### config.mk
export PLATFORM = sky130hd
export DESIGN_NAME = regfile_sb
export DESIGN_NICKNAME = d
export VERILOG_FILES = /design/src/rtl/regfile_pkg.sv /design/src/rtl/regfile_read_port.sv /design/src/rtl/regfile_sb.sv
export SDC_FILE = /design/constraint.sdc
export NUM_CORES = 2
export LEC_CHECK = 0
export CAP_MARGIN = 20
export CORE_MARGIN = 4
export CORE_UTILIZATION = 30
export DETAILED_ROUTE_END_ITERATION = 12
export SKIP_LAST_GASP = 1
export SYNTH_ARGS = -nofsm -noshare
export SYNTH_HDL_FRONTEND = slang
export SYNTH_SLANG_ARGS = --single-unit
### constraint.sdc
create_clock -name clk -period 103.4 [get_ports clk]
set_clock_uncertainty 0.1 [all_clocks]
set_input_delay 15.51 -clock clk [delete_from_list [all_inputs] [get_ports clk]]
set_output_delay 15.51 -clock clk [all_outputs]
set_load 0.02 [all_outputs]
### src/rtl/regfile_pkg.sv
// regfile_pkg: shared defaults and helpers for the scoreboarded register file
package regfile_pkg;
    localparam int XZR_IDX = 31;
    localparam int DEF_WIDTH = 64;
    localparam int DEF_DEPTH = 32;

    function automatic int addr_w(input int depth);
        return $clog2(depth);
    endfunction

    typedef logic [$clog2(DEF_DEPTH)-1:0] rf_addr_t;
    typedef logic [DEF_WIDTH-1:0] rf_data_t;
endpackage

### src/rtl/regfile_read_port.sv
// regfile_read_port: one read mux with write bypass and busy masking
module regfile_read_port import regfile_pkg::*; #(
    parameter int WIDTH = DEF_WIDTH,
    parameter int DEPTH = DEF_DEPTH,
    parameter int ZERO_REG = XZR_IDX,
    parameter int BYPASS = 1,
    localparam int AW = addr_w(DEPTH)
) (
    input  logic                         reset,
    input  logic [DEPTH-1:0][WIDTH-1:0]  regs,
    input  logic [DEPTH-1:0]             busy,
    input  logic [AW-1:0]                addr,
    input  logic                         wr_en,
    input  logic [AW-1:0]                wr_addr,
    input  logic [WIDTH-1:0]             wr_data,
    output logic [WIDTH-1:0]             data,
    output logic                         pending
);
    logic zero, hit;

    // the in-flight write both forwards its data and retires the pending flag
    always_comb begin
        zero = reset || addr == AW'(ZERO_REG);
        hit = wr_en && wr_addr == addr;
        data = zero ? '0 : (BYPASS != 0 && hit) ? wr_data : regs[addr];
        pending = !zero && busy[addr] && !hit;
    end
endmodule

### src/rtl/regfile_sb.sv
// regfile_sb: multi-port register file with hardwired zero register,
// write-to-read bypass and a per-register pending-write scoreboard
module regfile_sb import regfile_pkg::*; #(
    parameter int WIDTH = DEF_WIDTH,
    parameter int DEPTH = DEF_DEPTH,
    parameter int NUM_RD = 2,
    parameter int ZERO_REG = XZR_IDX,
    parameter int BYPASS = 1,
    localparam int AW = addr_w(DEPTH)
) (
    input  logic                     clk,
    input  logic                     reset,
    input  logic [NUM_RD*AW-1:0]     rd_addr,
    output logic [NUM_RD*WIDTH-1:0]  rd_data,
    output logic [NUM_RD-1:0]        rd_busy,
    input  logic                     wr_en,
    input  logic [AW-1:0]            wr_addr,
    input  logic [WIDTH-1:0]         wr_data,
    input  logic                     busy_set_en,
    input  logic [AW-1:0]            busy_set_addr,
    input  logic                     flush
);
    logic [WIDTH-1:0] mem [DEPTH-1];
    logic [DEPTH-1:0][WIDTH-1:0] regs;
    logic [DEPTH-1:0] busy, wr_sel, set_sel, zmask;

    always_comb begin
        zmask = ~(DEPTH'(1) << ZERO_REG);
        wr_sel = wr_en ? (DEPTH'(1) << wr_addr) & zmask : '0;
        set_sel = busy_set_en ? (DEPTH'(1) << busy_set_addr) & zmask : '0;
    end

    // the zero register has no storage slot, so indices above it shift down by one
    always_ff @(posedge clk or posedge reset) begin
        if (reset) begin
            for (int i = 0; i < DEPTH - 1; i++) mem[i] <= '0;
        end else begin
            for (int i = 0; i < DEPTH; i++)
                if (i != ZERO_REG && wr_sel[i]) mem[i < ZERO_REG ? i : i - 1] <= wr_data;
        end
    end

    always_comb begin
        regs = '0;
        for (int i = 0; i < DEPTH; i++)
            regs[i] = (i == ZERO_REG) ? '0 : mem[i < ZERO_REG ? i : i - 1];
    end

    // a new producer's set wins over the old producer's retirement
    always_ff @(posedge clk or posedge reset) begin
        if (reset) busy <= '0;
        else if (flush) busy <= '0;
        else busy <= (busy & ~wr_sel) | set_sel;
    end

    for (genvar p = 0; p < NUM_RD; p++) begin : g_rd
        regfile_read_port #(
            .WIDTH(WIDTH), .DEPTH(DEPTH), .ZERO_REG(ZERO_REG), .BYPASS(BYPASS)
        ) u_port (
            .reset(reset),
            .regs(regs),
            .busy(busy),
            .addr(rd_addr[p*AW +: AW]),
            .wr_en(wr_en),
            .wr_addr(wr_addr),
            .wr_data(wr_data),
            .data(rd_data[p*WIDTH +: WIDTH]),
            .pending(rd_busy[p])
        );
    end
endmodule

After elaboration in Yosys (flattened, before gate mapping)
Index checks and enable logic that the tools add are counted.

Register bits: 2016. Input bits: 89. Output and inout bits: 130. Logic and storage cells: 70.

Magnitude comparators: 2. Equality and inequality tests: 4. Shifts and indexed selects: 2. Muxes and demuxes: 15. Bitwise gates (word level): 3. Reduce and logical (&&, ||, !) cells: 12.

Operators with widths (number): 64-bit binary-select mux with 5-bit select (2); 64-bit 2-to-1 mux (6); 31-bit 2-to-1 mux (2); 1-bit by 5-bit left shift with 31-bit output, first input constant (2); 32-bit bitwise AND (1); 32-bit 2-to-1 mux (1); 31-bit NOT with 32-bit output (1); 32-bit by 31-bit OR with 32-bit output (1); 5-bit by 6-bit less-than comparator with 1-bit output, second input constant (2); 1-bit binary-select mux with 5-bit select (2); 5-bit == test (2); 5-bit == test, second input constant (2); 1-bit logical AND (6); 1-bit zero test (4); 1-bit logical OR (2); 1-bit 2-to-1 mux (2).

Longest topological paths before layout
Depth after elaboration: 6. Mapped depth: 9. Mapped depth without buffers: 5.

Cells and area by module
Synthesis repeated with hierarchy kept, for this count alone.

Cells, all modules: 7371. Area total of the unflattened synthesis: 109672.7 um^2.

Modules (own cells, without submodules): regfile_sb (times used 1, cells each 4547, area an instance 76608.5 um^2); regfile_read_port (times used 2, cells each 1412, area an instance 16532.1 um^2).

Worst setup path before layout
No wires, ideal clock.

Kind: input-to-output. Start: input port reset. End: output port rd_data[62]. Arrival time: 62.625 ns. Data required time: 87.790 ns. Path slack: 25.165 ns. Stages on the path: 6. Buffers on the path: 2. Cell sequence: inv_1 o21ai_1 o21bai_1 buf_2 buf_2 o41ai_1.

Word-level cells in the longest chain between the ends: 2.

Ends and longest elaborated chain: from (decl) (line regfile_sb.sv:12) `input logic reset,`; 1-bit logical OR (line regfile_read_port.sv:23) `zero = reset || addr == AW'(ZERO_REG);`; 64-bit 2-to-1 mux (line regfile_read_port.sv:25) `data = zero ? '0 : (BYPASS != 0 && hit) ? wr_data : regs[addr];`; to (decl) (line regfile_sb.sv:14) `output logic [NUM_RD*WIDTH-1:0] rd_data,`.

Every way passes these cells.

Worst setup path after layout
Start: input port rd_addr[6]. End: output port rd_data[117].

Word-level cells in the longest chain between the ends: 4. Elaborated cells between the ends (all ways): 8. Classes of those cells: eq/ne (2); mux (4); reduce/logical (2).

Ends and longest elaborated chain: from (decl) (line regfile_sb.sv:13) `input logic [NUM_RD*AW-1:0] rd_addr,`; 64-bit binary-select mux with 5-bit select / 5-bit == test (equally long branches) (line regfile_read_port.sv:25, regfile_read_port.sv:24); 64-bit 2-to-1 mux (not written as such) / 1-bit logical AND (equally long branches) (line regfile_read_port.sv:25, regfile_read_port.sv:24); 64-bit 2-to-1 mux (line regfile_read_port.sv:25); 64-bit 2-to-1 mux (*) (line regfile_read_port.sv:25).

Every way passes the cells marked *; elsewhere a longest branch is shown, timed or not. The select of a mux whose other input is x is not followed.

==> insert_results.sql <==
INSERT INTO impl_metrics (metric_group, metric, value, unit) VALUES
('yosys', 'synthCells', '7340', ''),
('global_routing', 'number_of_global_route_vias_before_repair', '76240', ''),
('die', 'die-height', '609', 'µm'),
('worst_setup_path', 'timing.setup.critical_path_class', 'input pin to output pin', ''),
('global_routing', 'grt_first_pass_wirelength', '570', 'mm'),
('sta', 'rsz_0062_raised_after_global_routing', 'false', ''),
('layout', 'drive_gt1_share', '47.3', '%'),
('layout', 'postLayoutCellArea', '0.122', 'mm²'),
('yosys', 'top_post_synthesis_cells_by_count', 'dfrtp_1 (2015), mux2_2 (1955), mux4_2 (842), clkbuf_1 (337), mux2i_1 (330)', ''),
('route', 'detail_route.vias_per_cell', '5.95', ''),
('worst_setup_path', 'worstPathArrival', '21110', 'ps'),
('yosys', 'synth_cell_type_count', '63', ''),
('layout', 'regArea', '0.0504', 'mm²'),
('layout', 'design.final.nets', '7270', ''),
('yosys', 'proportion_of_synthesized_flip_flops_having_asynchronous_set_or_reset', '100', '%'),
('yosys', 'synth_ff_type', 'dfrtp_1', ''),
('worst_setup_path', 'end_kind', 'output pin', ''),
('power', 'power.density_cell_area', '19.0', 'mW/mm²'),
('route', 'routed_wl', '397', 'mm'),
('place', 'place.gp.congestion', '0.808', ''),
('place', 'dp.cells', '11698', ''),
('place', 'numPortBuffers', '218', ''),
('route', 'drt-pass1-iter-count', '6', ''),
('layout', 'finish.cell_count_without_fillers', '12135', ''),
('worst_setup_path', 'r2r-start', 'mem[226]$_DFFE_PP0P_', ''),
('sta', 'fin_setup_tns', '0', 'ps'),
('sta', 'timing.final.hold_violations', '0', ''),
('global_routing', 'globalRouteOverflowTotal', '0', ''),
('sta', 'fin_crit', '36720', 'ps'),
('route', 'detail-route-antenna-nets', '0', ''),
('power', 'ir_drop', '0.0137', 'mV'),
('clocking', 'cts-htree-levels', '4', ''),
('yosys', 'synth.top_cell.area_share', '46.5', '%'),
('yosys', 'synth_largest_area_cell', 'dfrtp_1', ''),
('sta', 'slew_headroom', '15.5', '%'),
('place', 'placement.cell_area', '0.114', 'mm²'),
('clocking', 'clock_tree_buf_depth', '4', ''),
('worst_setup_path', 'timing.critical_path.from_type', 'input pin', ''),
('die', 'io_pins', '219', ''),
('sta', 'drv_slew', '0', ''),
('layout', 'final.fill_count', '34352', ''),
('clocking', 'hold_buf_count_cts', '0', ''),
('yosys', 'synth-seq-cells', '2015', ''),
('yosys', 'post_synth_main_area_contributors', 'dfrtp_1 (46%), mux2_2 (20%), mux4_2 (17%)', ''),
('worst_setup_path', 'critPathMaxFanout', '49', ''),
('yosys', 'ys_seq_area_share', '46.5', '%'),
('yosys', 'syn_area_per_cell', '14.8', 'µm²'),
('die', 'coreArea', '0.360', 'mm²'),
('job', 'maxcap_violations', '0', ''),
('sta', 'tightestPinTransition', '1270', 'ps'),
('worst_hold_path', 'min_path_type', 'flip-flop to flip-flop', ''),
('layout', 'multi_input_area', '0.0541', 'mm²'),
('power', 'leakage', '51.4', 'nW'),
('clocking', 'number_of_cts_inserted_buffers', '217', ''),
('sta', 'whs', '409', 'ps'),
('clocking', 'source_to_sink_clock_delay_at_the_later_pin_of_the_worst_skew_pair', '870', 'ps'),
('yosys', 'synth-warning-count', '0', ''),
('die', 'die-width', '609', 'µm'),
('sta', 'timing.fmax', '27.2', 'MHz'),
('clocking', 'clock_tree_from_tritoncts', 'built', ''),
('clocking', 'cts_resized', '0', ''),
('die', 'start_util', '30.2', '%'),
('run_status', 'result_of_the_run', 'finished, final reports clean', ''),
('clocking', 'ctsRootBufferMaster', 'clkbuf_16', ''),
('sta', 'finalSetupViolCount', '0', ''),
('route', 'via_count', '72170', ''),
('die', 'dieArea', '0.371', 'mm²'),
('worst_setup_path', 'setup.worst_path.end', 'rd_data[117]', ''),
('yosys', 'synth_enable_flop_cells', '0', ''),
('global_routing', 'antenna_violations_before_repair', '31', ''),
('global_routing', 'grt_use_total', '20.9', '%');
## how the worst min path moves through the flow
stage	from	end	slack, ps	depth (start not counted)
final	mem[1079]$_DFFE_PP0P_	mem[1079]$_DFFE_PP0P_	410	1
after floorplan	mem[1024]$_DFFE_PP0P_	mem[1024]$_DFFE_PP0P_	370	1
after CTS	mem[1079]$_DFFE_PP0P_	mem[1079]$_DFFE_PP0P_	410	1
after detailed placement	mem[1079]$_DFFE_PP0P_	mem[1079]$_DFFE_PP0P_	390	1
after global routing	mem[1628]$_DFFE_PP0P_	mem[1628]$_DFFE_PP0P_	430	1
after global placement	mem[1034]$_DFFE_PP0P_	mem[1034]$_DFFE_PP0P_	380	1
## cell usage in the layout (no fill, tap or decap), types with 30 or more instances in the layout
| cell | Yosys | layout |
|---|---|---|
| mux2_2 | 1955 | 1955 |
| a211oi_1 | 46 | 46 |
| nor2_1 | 45 | 40 |
| dfrtp_1 | 2015 | 2015 |
| clkbuf_1 | 337 | 37 |
| nor3_1 | 45 | 45 |
| mux4_2 | 842 | 842 |
| nand3b_1 | 30 | 30 |
| mux2i_1 | 330 | 330 |
| nand2_1 | 92 | 76 |
| a22o_1 | 129 | 129 |
| clkinv_2 | 0 | 43 |
| a22oi_1 | 219 | 219 |
| clkbuf_16 | 0 | 231 |
| o2bb2ai_1 | 74 | 74 |
| o21ai_0 | 62 | 62 |
| o22ai_1 | 132 | 132 |
| clkbuf_8 | 0 | 65 |
| buf_4 | 114 | 192 |
| nand3_1 | 103 | 103 |
| a21oi_1 | 80 | 80 |
| a221oi_1 | 40 | 40 |
| clkdlybuf4s50_1 | 0 | 208 |
| mux2_1 | 65 | 65 |
## stage by stage
step / power, mW / setup slack [ps] / util, %
after global routing: 2.43 / 66550 / 34.0
after CTS: 2.34 / 66700 / 33.8
after global placement: 1.51 / 66720 / 31.7
final: 2.33 / 66680 / 34.0
after detailed placement: 1.54 / 66720 / 31.8
after floorplan: 1.40 / 25170 / -
## routing by layer
metal  track usage (%)  vias to the layer above  wire length [µm]
li1                  -                    28361                 -
met1              26.5                    39245            154000
met2              34.0                     3584            188000
met3              4.25                      970             32500
met4              9.96                       10             21500
met5                 0                        -                65
## layout make-up
| class | instances | area share, % |
|---|---|---|
| clock buffers | 322 | 5.34 |
| multi-input cells | 4485 | 44.2 |
| inverters | 9 | 0.0337 |
| flip-flops and latches | 2015 | 41.2 |
| repair buffers | 453 | 3.80 |
| clock inverters | 62 | 0.516 |
| diodes | 16 | 0.0327 |
| well taps | 4773 | 4.88 |
## worst max-delay path, stage by stage
cell,delay (ps)
buf_8,330
buf_4,670
buf_4,680
buf_4,740
buf_4,800
mux4_2,360
o21ai_0,100
a221oi_1,710
a22o_1,340
clkdlybuf4s50_1,660
## registers in the layout, summed over array words and instances, names as in the netlist
| name | flops |
|---|---|
| mem | 1984 |
| busy | 31 |
## cell families after synthesis
| group | Yosys count | synth area share [%] |
|---|---|---|
| mux | 3192 | 41.5 |
| flops | 2015 | 46.5 |
| compound gates | 881 | 6.01 |
| buf+inv | 840 | 3.98 |
| simple gates | 402 | 1.96 |
| xor+xnor | 10 | 0.0807 |
## report_power, final
group | internal, mW | total [mW] | leakage (nW) | switching [mW]
registers | 0.941 | 1.05 | 25.8 | 0.113
logic | 0.278 | 0.479 | 22.0 | 0.200
clock network | 0.460 | 0.797 | 3.58 | 0.337
No activity file was read; power rests on OpenSTA's default activity.
